File: src/rtl/edge_pack_writer_if.sv
// Pixel stream in, queued SRAM byte-addressed word writes out, for edge_pack_writer.
// master drives pixels and the SRAM grant; slave is the packer.
interface edge_pack_writer_if #(
  parameter int WORD_W = 32,
  parameter int ADDR_W = 32
);
  logic              pixel_in;
  logic              pixel_valid;
  logic              serpentine;
  logic [ADDR_W-1:0] base_addr;
  logic              stall;
  logic              wr_req;
  logic [ADDR_W-1:0] wr_addr;
  logic [WORD_W-1:0] wr_data;
  logic              wr_grant;
  logic              frame_done;

  modport master (
    output pixel_in, pixel_valid, serpentine, base_addr, wr_grant,
    input  stall, wr_req, wr_addr, wr_data, frame_done
  );

  modport slave (
    input  pixel_in, pixel_valid, serpentine, base_addr, wr_grant,
    output stall, wr_req, wr_addr, wr_data, frame_done
  );
endinterface

File: src/rtl/edge_pack_writer.sv
// Packs 1-bpp edge pixels into raster-ordered WORD_W-bit SRAM words; a word is queued the cycle its last pixel is accepted.
// stall = queue full with no pop this cycle, or frame wrap-up (flush/status/drain/done) in progress.
module edge_pack_writer #(
  parameter int                WORD_W      = 32,
  parameter int                IMG_W       = 640,
  parameter int                IMG_H       = 480,
  parameter int                FIFO_DEPTH  = 4,
  parameter int                ADDR_W      = 32,
  parameter logic [ADDR_W-1:0] STATUS_ADDR = 'h4
) (
  input logic                clk,
  input logic                n_rst,
  edge_pack_writer_if.slave  bus
);

  localparam int WPR    = (IMG_W + WORD_W - 1) / WORD_W;
  localparam int WB     = WORD_W / 8;
  localparam int BIT_W  = $clog2(WORD_W);
  localparam int WIDX_W = (WPR > 1) ? $clog2(WPR) : 1;
  localparam int COL_W  = (IMG_W > 1) ? $clog2(IMG_W) : 1;
  localparam int ROW_W  = (IMG_H > 1) ? $clog2(IMG_H) : 1;
  localparam int PTR_W  = $clog2(FIFO_DEPTH);
  localparam int CNT_W  = PTR_W + 1;

  localparam logic [BIT_W-1:0]  B_MAX      = BIT_W'(WORD_W - 1);
  localparam logic [BIT_W-1:0]  B_LAST     = BIT_W'((IMG_W - 1) % WORD_W);
  localparam logic [WIDX_W-1:0] W_LAST     = WIDX_W'(WPR - 1);
  localparam logic [COL_W-1:0]  COL_LAST   = COL_W'(IMG_W - 1);
  localparam logic [ROW_W-1:0]  ROW_LAST   = ROW_W'(IMG_H - 1);
  localparam logic [ADDR_W-1:0] ROW_BYTES  = ADDR_W'(WPR * WB);
  localparam logic [ADDR_W-1:0] WORD_BYTES = ADDR_W'(WB);
  localparam logic [CNT_W-1:0]  CNT_FULL   = CNT_W'(FIFO_DEPTH);

  typedef enum logic [2:0] {IDLE, PACK, FLUSH, STATUS, DRAIN, DONE} state_t;

  typedef struct packed {
    logic [ADDR_W-1:0] addr;
    logic [WORD_W-1:0] data;
  } entry_t;

  state_t            state_q;
  logic              frame_done_q;
  logic [WORD_W-1:0] asm_q, asm_d;
  logic [COL_W-1:0]  col_q, col_d;
  logic [ROW_W-1:0]  row_q, row_d;
  logic [WIDX_W-1:0] w_q, w_d;
  logic [BIT_W-1:0]  b_q, b_d;
  logic [ADDR_W-1:0] row_base_q, row_base_d;
  logic              serp_q, serp_d;

  entry_t            mem_q [FIFO_DEPTH];
  logic [PTR_W-1:0]  wr_ptr_q, rd_ptr_q;
  logic [CNT_W-1:0]  cnt_q;

  logic              full, pop, push, push_word, push_stat, accept;
  logic              serp_eff, rtl, word_end, row_end, frame_end;
  logic [ROW_W-1:0]  row_nxt;
  logic [ADDR_W-1:0] row_base, word_addr;
  logic [WORD_W-1:0] word_now;
  entry_t            push_ent;

  assign full      = (cnt_q == CNT_FULL);
  assign pop       = (cnt_q != '0) && bus.wr_grant;
  // A pop in the same cycle frees the slot, so a full queue need not stall.
  assign bus.stall = (full && !pop) || !((state_q == IDLE) || (state_q == PACK));
  assign accept    = bus.pixel_valid && !bus.stall;

  // Frame parameters come straight from the inputs on the first pixel of a frame.
  assign serp_eff  = (state_q == IDLE) ? bus.serpentine : serp_q;
  assign row_base  = (state_q == IDLE) ? bus.base_addr  : row_base_q;
  assign rtl       = serp_eff && row_q[0];
  assign row_end   = (col_q == COL_LAST);
  assign frame_end = row_end && (row_q == ROW_LAST);
  assign row_nxt   = frame_end ? '0 : row_q + ROW_W'(1);
  assign word_end  = rtl ? (b_q == '0) : ((b_q == B_MAX) || row_end);
  assign word_addr = row_base + ADDR_W'(w_q) * WORD_BYTES;

  assign push_word = accept && word_end;
  assign push_stat = (state_q == STATUS);
  assign push      = push_word || push_stat;

  always_comb begin
    word_now                = asm_q;
    word_now[B_MAX - b_q]   = bus.pixel_in;
    push_ent.addr           = push_stat ? STATUS_ADDR : word_addr;
    push_ent.data           = push_stat ? WORD_W'(1) : word_now;
  end

  always_comb begin
    asm_d      = asm_q;
    col_d      = col_q;
    row_d      = row_q;
    w_d        = w_q;
    b_d        = b_q;
    row_base_d = row_base_q;
    serp_d     = serp_q;
    if (accept) begin
      serp_d     = serp_eff;
      row_base_d = row_base;
      asm_d      = word_end ? '0 : word_now;
      if (row_end) begin
        col_d = '0;
        row_d = row_nxt;
        if (!frame_end) row_base_d = row_base + ROW_BYTES;
        if (serp_eff && row_nxt[0]) begin
          w_d = W_LAST;
          b_d = B_LAST;
        end else begin
          w_d = '0;
          b_d = '0;
        end
      end else begin
        col_d = col_q + COL_W'(1);
        if (rtl) begin
          if (b_q == '0) begin
            w_d = w_q - WIDX_W'(1);
            b_d = B_MAX;
          end else begin
            b_d = b_q - BIT_W'(1);
          end
        end else if (word_end) begin
          w_d = w_q + WIDX_W'(1);
          b_d = '0;
        end else begin
          b_d = b_q + BIT_W'(1);
        end
      end
    end
  end

  always_ff @(posedge clk or negedge n_rst) begin
    if (!n_rst) begin
      state_q      <= IDLE;
      frame_done_q <= 1'b0;
      asm_q        <= '0;
      col_q        <= '0;
      row_q        <= '0;
      w_q          <= '0;
      b_q          <= '0;
      row_base_q   <= '0;
      serp_q       <= 1'b0;
    end else begin
      asm_q        <= asm_d;
      col_q        <= col_d;
      row_q        <= row_d;
      w_q          <= w_d;
      b_q          <= b_d;
      row_base_q   <= row_base_d;
      serp_q       <= serp_d;
      frame_done_q <= 1'b0;
      case (state_q)
        IDLE:    if (accept) state_q <= frame_end ? FLUSH : PACK;
        PACK:    if (accept && frame_end) state_q <= FLUSH;
        FLUSH:   if (!full) state_q <= STATUS;
        STATUS:  state_q <= DRAIN;
        DRAIN: begin
          if (cnt_q == '0) begin
            state_q      <= DONE;
            frame_done_q <= 1'b1;
          end
        end
        DONE:    state_q <= IDLE;
        default: state_q <= IDLE;
      endcase
    end
  end

  always_ff @(posedge clk or negedge n_rst) begin
    if (!n_rst) begin
      for (int i = 0; i < FIFO_DEPTH; i++) mem_q[i] <= '0;
      wr_ptr_q <= '0;
      rd_ptr_q <= '0;
      cnt_q    <= '0;
    end else begin
      if (push) begin
        mem_q[wr_ptr_q] <= push_ent;
        wr_ptr_q        <= wr_ptr_q + PTR_W'(1);
      end
      if (pop) rd_ptr_q <= rd_ptr_q + PTR_W'(1);
      case ({push, pop})
        2'b10:   cnt_q <= cnt_q + CNT_W'(1);
        2'b01:   cnt_q <= cnt_q - CNT_W'(1);
        default: ;
      endcase
    end
  end

  assign bus.wr_req     = (cnt_q != '0);
  assign bus.wr_addr    = mem_q[rd_ptr_q].addr;
  assign bus.wr_data    = mem_q[rd_ptr_q].data;
  assign bus.frame_done = frame_done_q;

endmodule

File: src/flat_wrapper.sv
// flat-port wrapper written by rule: the top's interface ports become plain ports
module edge_pack_writer_flat 
#(
  parameter int                WORD_W      = 32,
  parameter int                IMG_W       = 640,
  parameter int                IMG_H       = 480,
  parameter int                FIFO_DEPTH  = 4,
  parameter int                ADDR_W      = 32,
  parameter logic [ADDR_W-1:0] STATUS_ADDR = 'h4
)
  (clk, n_rst, bus_pixel_in, bus_pixel_valid, bus_serpentine, bus_base_addr, bus_wr_grant, bus_stall, bus_wr_req, bus_wr_addr, bus_wr_data, bus_frame_done);
  edge_pack_writer_if #(.WORD_W(WORD_W), .ADDR_W(ADDR_W)) bus_i ();
  input logic clk;
  input logic n_rst;
  input wire logic [$bits(bus_i.pixel_in)-1:0] bus_pixel_in;
  input wire logic [$bits(bus_i.pixel_valid)-1:0] bus_pixel_valid;
  input wire logic [$bits(bus_i.serpentine)-1:0] bus_serpentine;
  input wire logic [$bits(bus_i.base_addr)-1:0] bus_base_addr;
  input wire logic [$bits(bus_i.wr_grant)-1:0] bus_wr_grant;
  output wire logic [$bits(bus_i.stall)-1:0] bus_stall;
  output wire logic [$bits(bus_i.wr_req)-1:0] bus_wr_req;
  output wire logic [$bits(bus_i.wr_addr)-1:0] bus_wr_addr;
  output wire logic [$bits(bus_i.wr_data)-1:0] bus_wr_data;
  output wire logic [$bits(bus_i.frame_done)-1:0] bus_frame_done;
  assign bus_i.pixel_in = bus_pixel_in;
  assign bus_i.pixel_valid = bus_pixel_valid;
  assign bus_i.serpentine = bus_serpentine;
  assign bus_i.base_addr = bus_base_addr;
  assign bus_i.wr_grant = bus_wr_grant;
  assign bus_stall = bus_i.stall;
  assign bus_wr_req = bus_i.wr_req;
  assign bus_wr_addr = bus_i.wr_addr;
  assign bus_wr_data = bus_i.wr_data;
  assign bus_frame_done = bus_i.frame_done;
  edge_pack_writer #(.WORD_W(WORD_W), .IMG_W(IMG_W), .IMG_H(IMG_H), .FIFO_DEPTH(FIFO_DEPTH), .ADDR_W(ADDR_W), .STATUS_ADDR(STATUS_ADDR)) u_core (.clk(clk), .n_rst(n_rst), .bus(bus_i));
endmodule
File: config.mk
export PLATFORM = sky130hd
export DESIGN_NAME = edge_pack_writer_flat
export DESIGN_NICKNAME = d
export VERILOG_FILES = /design/src/rtl/edge_pack_writer_if.sv /design/src/rtl/edge_pack_writer.sv /design/src/flat_wrapper.sv
export SDC_FILE = /design/constraint.sdc
export NUM_CORES = 1
export LEC_CHECK = 0
export CORE_ASPECT_RATIO = 0.75
export CORE_UTILIZATION = 33
export DETAILED_ROUTE_END_ITERATION = 7
export PLACE_DENSITY = 0.48
export SETUP_SLACK_MARGIN = 0.05
export SKIP_CTS_REPAIR_TIMING = 1
export SLEW_MARGIN = 5
export SYNTH_ARGS = -nofsm -noshare
export SYNTH_HDL_FRONTEND = slang
export SYNTH_SLANG_ARGS = --single-unit
File: constraint.sdc
create_clock -name clk -period 5.3 [get_ports clk]
set_input_delay 1.06 -clock clk [delete_from_list [all_inputs] [get_ports clk]]
set_output_delay 1.06 -clock clk [all_outputs]
set_load 0.02 [all_outputs]
Word-level counts from Yosys, hierarchy flattened:

Index checks and enable logic that the tools add are counted.

* register bits: 361
* latch bits: 0
* bits in writable memories: 0
* bits in read-only memories: 0
* input bits: 38
* output and inout bits: 67
* word-level logic and storage cells: 119
* memories kept: 0

* add/subtract/negate cells: 13
* $mul: 0
* div/mod/pow operators: 0
* magnitude comparators: 5
* equality and inequality tests: 15
* shifts and indexed selects: 0
* multiplexer cells: 38
* bitwise logic cells: 2
* reduce and logical (&&, ||, !) cells: 26

Operators by type and width (number)
* $bwmux 256: 1
* $mux 32: 6
* $mux 64: 3
* $bmux 64 s2: 1
* $demux 64 s2: 1
* $mux 5: 10
* $add 32x7->32: 1
* $add 32x7->32 const B: 1
* $bwmux 32: 1
* $pmux 3 s5: 1
* $mux 3: 4
* $add 10x1->10 const B: 1
* $add 5x1->5 const B: 2
* $eq 10x10->1 const B: 1
* $logic_and 1x1->1: 10
* $mux 10: 1
* $sub 5x1->5 const B: 2
* $add 9x1->9 const B: 1
* $eq 9x9->1 const B: 1
* $mux 9: 1
* $eq 3x2->1 const B: 2
* $eq 3x3->1 const B: 2
* $ge 3x3->1 const B: 2
* $logic_not 3->1: 2
* other kinds (27): 41

Longest topological paths before layout:

* depth after elaboration: 11
* gate-level depth with buffers: 17
* depth with buffers taken out: 12

Least setup slack after synthesis:

No wires, ideal clock.

* kind: reg-to-reg
* start: register u_core.state_q[2]
* end: register u_core.mem_q[242] (netlist bit)
* setup time: 128 ps
* arrival: 3697 ps
* data required time: 5172 ps
* setup slack: 1476 ps
* stages on the path, launching flop included: 18
* path buffers: 6
* period minus slack after synthesis: 3824 ps
* cell sequence: dfrtp_1 > buf_2 > or3_4 > buf_6 > buf_6 > clkbuf_1 > clkbuf_1 > nand2_1 > nand2_1 > ha_1 > fa_1 > a41o_1 > a21oi_1 > or2_2 > buf_2 > nor3_1 > mux2_2 > mux2_1

* elaborated cells between the ends (all ways): 17
* classes of those cells: add/sub: 1; eq/ne: 2; mux: 5; reduce/logical: 9

RTL lines
* start, declared: line edge_pack_writer.sv:41 `state_t state_q;`
* start signal, assigned: line edge_pack_writer.sv:152 `IDLE: if (accept) state_q <= frame_end ? FLUSH : PACK;`
* $logic_not 3->1: line edge_pack_writer.sv:70 `assign row_base = (state_q == IDLE) ? bus.base_addr : row_base_q;`
* $mux 32: line edge_pack_writer.sv:70
* net u_core.row_base[2]: line edge_pack_writer.sv:58 `logic [ADDR_W-1:0] row_base, word_addr;`
* $add 32x7->32: line edge_pack_writer.sv:76 `assign word_addr = row_base + ADDR_W'(w_q) * WORD_BYTES;`
* $mux 32: line edge_pack_writer.sv:85 `push_ent.addr = push_stat ? STATUS_ADDR : word_addr;`
* $bwmux 256: line edge_pack_writer.sv:176 `mem_q[wr_ptr_q] <= push_ent;`
* end signal, assigned by index: line edge_pack_writer.sv:176
* end, declared: line edge_pack_writer.sv:51 `entry_t mem_q [FIFO_DEPTH];`

The timed path passes the listed nets, and every way through them passes these cells.
A chain may end at the register's enable or synchronous reset.

Final worst setup path:

* start: register u_core.rd_ptr_q[0]
* end: output bus_wr_addr[4]

* longest elaborated chain between the ends: 4

RTL lines
* start, declared: line edge_pack_writer.sv:52 `logic [PTR_W-1:0] wr_ptr_q, rd_ptr_q;`
* start signal, assigned: line edge_pack_writer.sv:179 `if (pop) rd_ptr_q <= rd_ptr_q + PTR_W'(1);`
* $not 2->3 (not written as such): line edge_pack_writer.sv:189 `assign bus.wr_addr = mem_q[rd_ptr_q].addr;`
* $bmux 64 s2: line edge_pack_writer.sv:189
* $mux 64 (not written as such) (2 in series): line edge_pack_writer.sv:189
* end, declared: line flat_wrapper.sv:22 `output wire logic [$bits(bus_i.wr_addr)-1:0] bus_wr_addr;`

Every way passes these cells. The select of a mux whose other input is x is not followed.

==> reports/results.txt <==
Combinational power share: 28.9%
Maximum vdd drop: 0.000303 V
Clock transition at the registers of the reported paths: 0.05 ns
Post-detail-place hpwl: 35100 um
Area occupied by multi-input gates: 9350 sq um
Worst-Margin Slew: 1.08 ns
H-tree depth: 2
Placed cells: 2404
Clock Path Buffers: 3
Max-Cap Viols: 0
Setup TNS: 0 ns
Worst setup EP type: output pin
First-pass GRT wire length: 83600 um
Largest net degree at the start of global routing: 103
Core Box Area: 56300 sq um
Via count: 13600
CTS root buf: clkbuf_16
Die Wd: 279 um
Routed WL: 53300 um
Vias in the first global route: 13500
Final hold viol count: 0
Number of CTS-inserted buffers: 41
Initial Util: 33.7%
Net count after synthesis: 1718
DRC errors left: 0
Post-DP Area: 20700 sq um
Layout cells sized above 1: 21.1%
Buffers on Ports: 104
Count leader, synth: dfrtp_1
Worst clock skew: 0.0229 ns
Netlist cell types: 77
Largest cells by area after synthesis: dfrtp_1, mux2_2, mux4_2, o21ai_0, nand2_1
Non-Filler Instances: 2477
Share of power burned in registers: 40.6%
Wire per inst: 21.5 um
ANT nets after route: 0
Final #Nets: 1780
Most instantiated cells after synthesis: dfrtp_1, mux2_2, nand2_1, o21ai_0, nor2_1
Final Slew Violations: 0
Die area: 58400 sq um
Critical path launch point type: flop
Cell Area, Synth: 18900 sq um
Crit-path max FO: 39
Die Y: 210 um
Post-Synthesis Cells: 1654
Post-layout util: 39.1%
Slew headroom: 27.4%
Crit path kind: flop to output pin
Clock sink count: 361
Diode count: 0
Critical Path AT: 3.10 ns
FF/Latch Area: 9040 sq um
Flops & latches, synth: 361
Post-synth top area share: 47.7%
Worst hold path type: flop to flop
Internal power: 6.18 mW
TritonCTS clock tree: built
Minimum clock period: 4.16 ns
Clk Latency, worst-skew pair: 0.57 ns
Final instance area: 22000 sq um
Final setup margin: 1.14 ns
Fill cells: 5396
Pleak: 9.78 nW
Final setup violation count: 0
Total GRT Usage: 18.5%
PD cells: 425 nW/um^2
Placer Congestion: 0.841
Synth warn: 0
Via/cell ratio: 5.50
FFs w/ async S/R, synth: 100%
Switching Fraction: 33.9%
Initial antenna violation count: 1
Num ports: 105
GR Overflow Total: 0
Required @ worst endpoint: 4.24 ns
Sequential area share after synthesis: 47.7%
Dominant cell type by area after synthesis: dfrtp_1
Area overhead of the layout relative to synthesis: 16.2%
Post-synth EDFFs: 0
Post-route clock period utilization: 78.6%
Average size of a mapped cell: 11.5 sq um
Switch Pwr: 3.17 mW
Fmax: 240 MHz
Clock Power Share: 30.5%
RSZ-0062 raised after global routing: false
1st-iter DRT viols: 998
Placement Setup Slack: 1.09 ns
TritonRoute pass-1 iters: 5
Std cell rows: 75
Dominant synthesized flop cell: dfrtp_1
Outcome: finished, final reports clean
flip-flops by register name, summed over array words and instances (netlist names), 5 cells and up:
name / flops
u_core.w_q: 5
u_core.row_q: 9
u_core.row_base_q: 32
u_core.mem_q: 256
u_core.asm_q: 32
u_core.col_q: 10
u_core.b_q: 5
placed cells by master, fill, tap and decap left out, types with 42 or more instances in the layout:
cell / synthesis / final
clkbuf_16: 0 / 42
clkdlybuf4s50_1: 0 / 103
a21oi_1: 60 / 60
mux2i_1: 46 / 46
nor2_1: 84 / 84
o21ai_0: 145 / 145
mux2_2: 178 / 178
mux4_2: 64 / 64
nand2_1: 155 / 155
dfrtp_1: 361 / 359
worst paths after layout:
check                      slack [ns]                end  cells past startpoint          startpoint
hold / removal                   0.47    u_core.col_q[6]                      1     u_core.col_q[6]
min in group asynchronous        0.54   u_core.mem_q[61]                      1               n_rst
hold reg to reg                  0.47    u_core.col_q[6]                      1     u_core.col_q[6]
max in group asynchronous        3.65  u_core.mem_q[201]                      2               n_rst
setup reg to reg                 1.26  u_core.mem_q[176]                     11   u_core.state_q[0]
setup / recovery                 1.14     bus_wr_addr[4]                      3  u_core.rd_ptr_q[0]
through the flow:
step	power, mW	hold WS (ns)
finish	9.35	0.469
global route	9.91	0.499
CTS	9.48	0.470
detailed placement	6.58	0.459
global placement	6.51	0.457
floorplan	5.54	0.439
final cells by class:
class,instances,area share [%]
Clock inverter,9,0.466
Tap cell,731,4.15
Multi-Input combinational cell,1163,42.4
Timing Repair Buffer,134,6.06
Clock buffer,64,5.56
Sequential cell,361,41.1
Inverter,15,0.256
metal layers:
metal / global-route usage [%] / part of all wire, % / up-vias
li1: - / - / 6217
met1: 28.7 / 51 / 7004
met2: 25.8 / 42 / 344
met3: 3.75 / 5.8 / 64
met4: 4.53 / 1.6 / 0
met5: 0 / 0 / -
critical path, stage by stage (launching register included):
cell,delay [ns]
dfrtp_4,0.83
buf_12,0.40
mux4_2,0.63
clkdlybuf4s50_1,0.58
kinds of logic after synthesis:
| group | Yosys count | share of synthesized area [%] |
|---|---|---|
| mux | 315 | 22.2 |
| simple gates | 418 | 11.0 |
| flops | 361 | 47.7 |
| xor+xnor | 68 | 3.14 |
| compound gates | 336 | 11.0 |
| fa+ha+maj | 26 | 1.84 |
| buf+inv | 130 | 3.12 |
power by group through the flow:
| stage | Sequential (mW) | Combinational (mW) | Clock [mW] |
|---|---|---|---|
| 6_report | 3.79 | 2.71 | 2.85 |
| 5_1_grt | 3.88 | 2.98 | 3.06 |
| 4_1_cts | 3.79 | 2.75 | 2.93 |
| 3_5_place_dp | 3.83 | 2.75 | 0 |
| 3_3_place_gp | 3.81 | 2.69 | 0 |
| 2_1_floorplan | 3.52 | 2.02 | 0 |
Note: power is estimated with default switching activity, not from simulation.
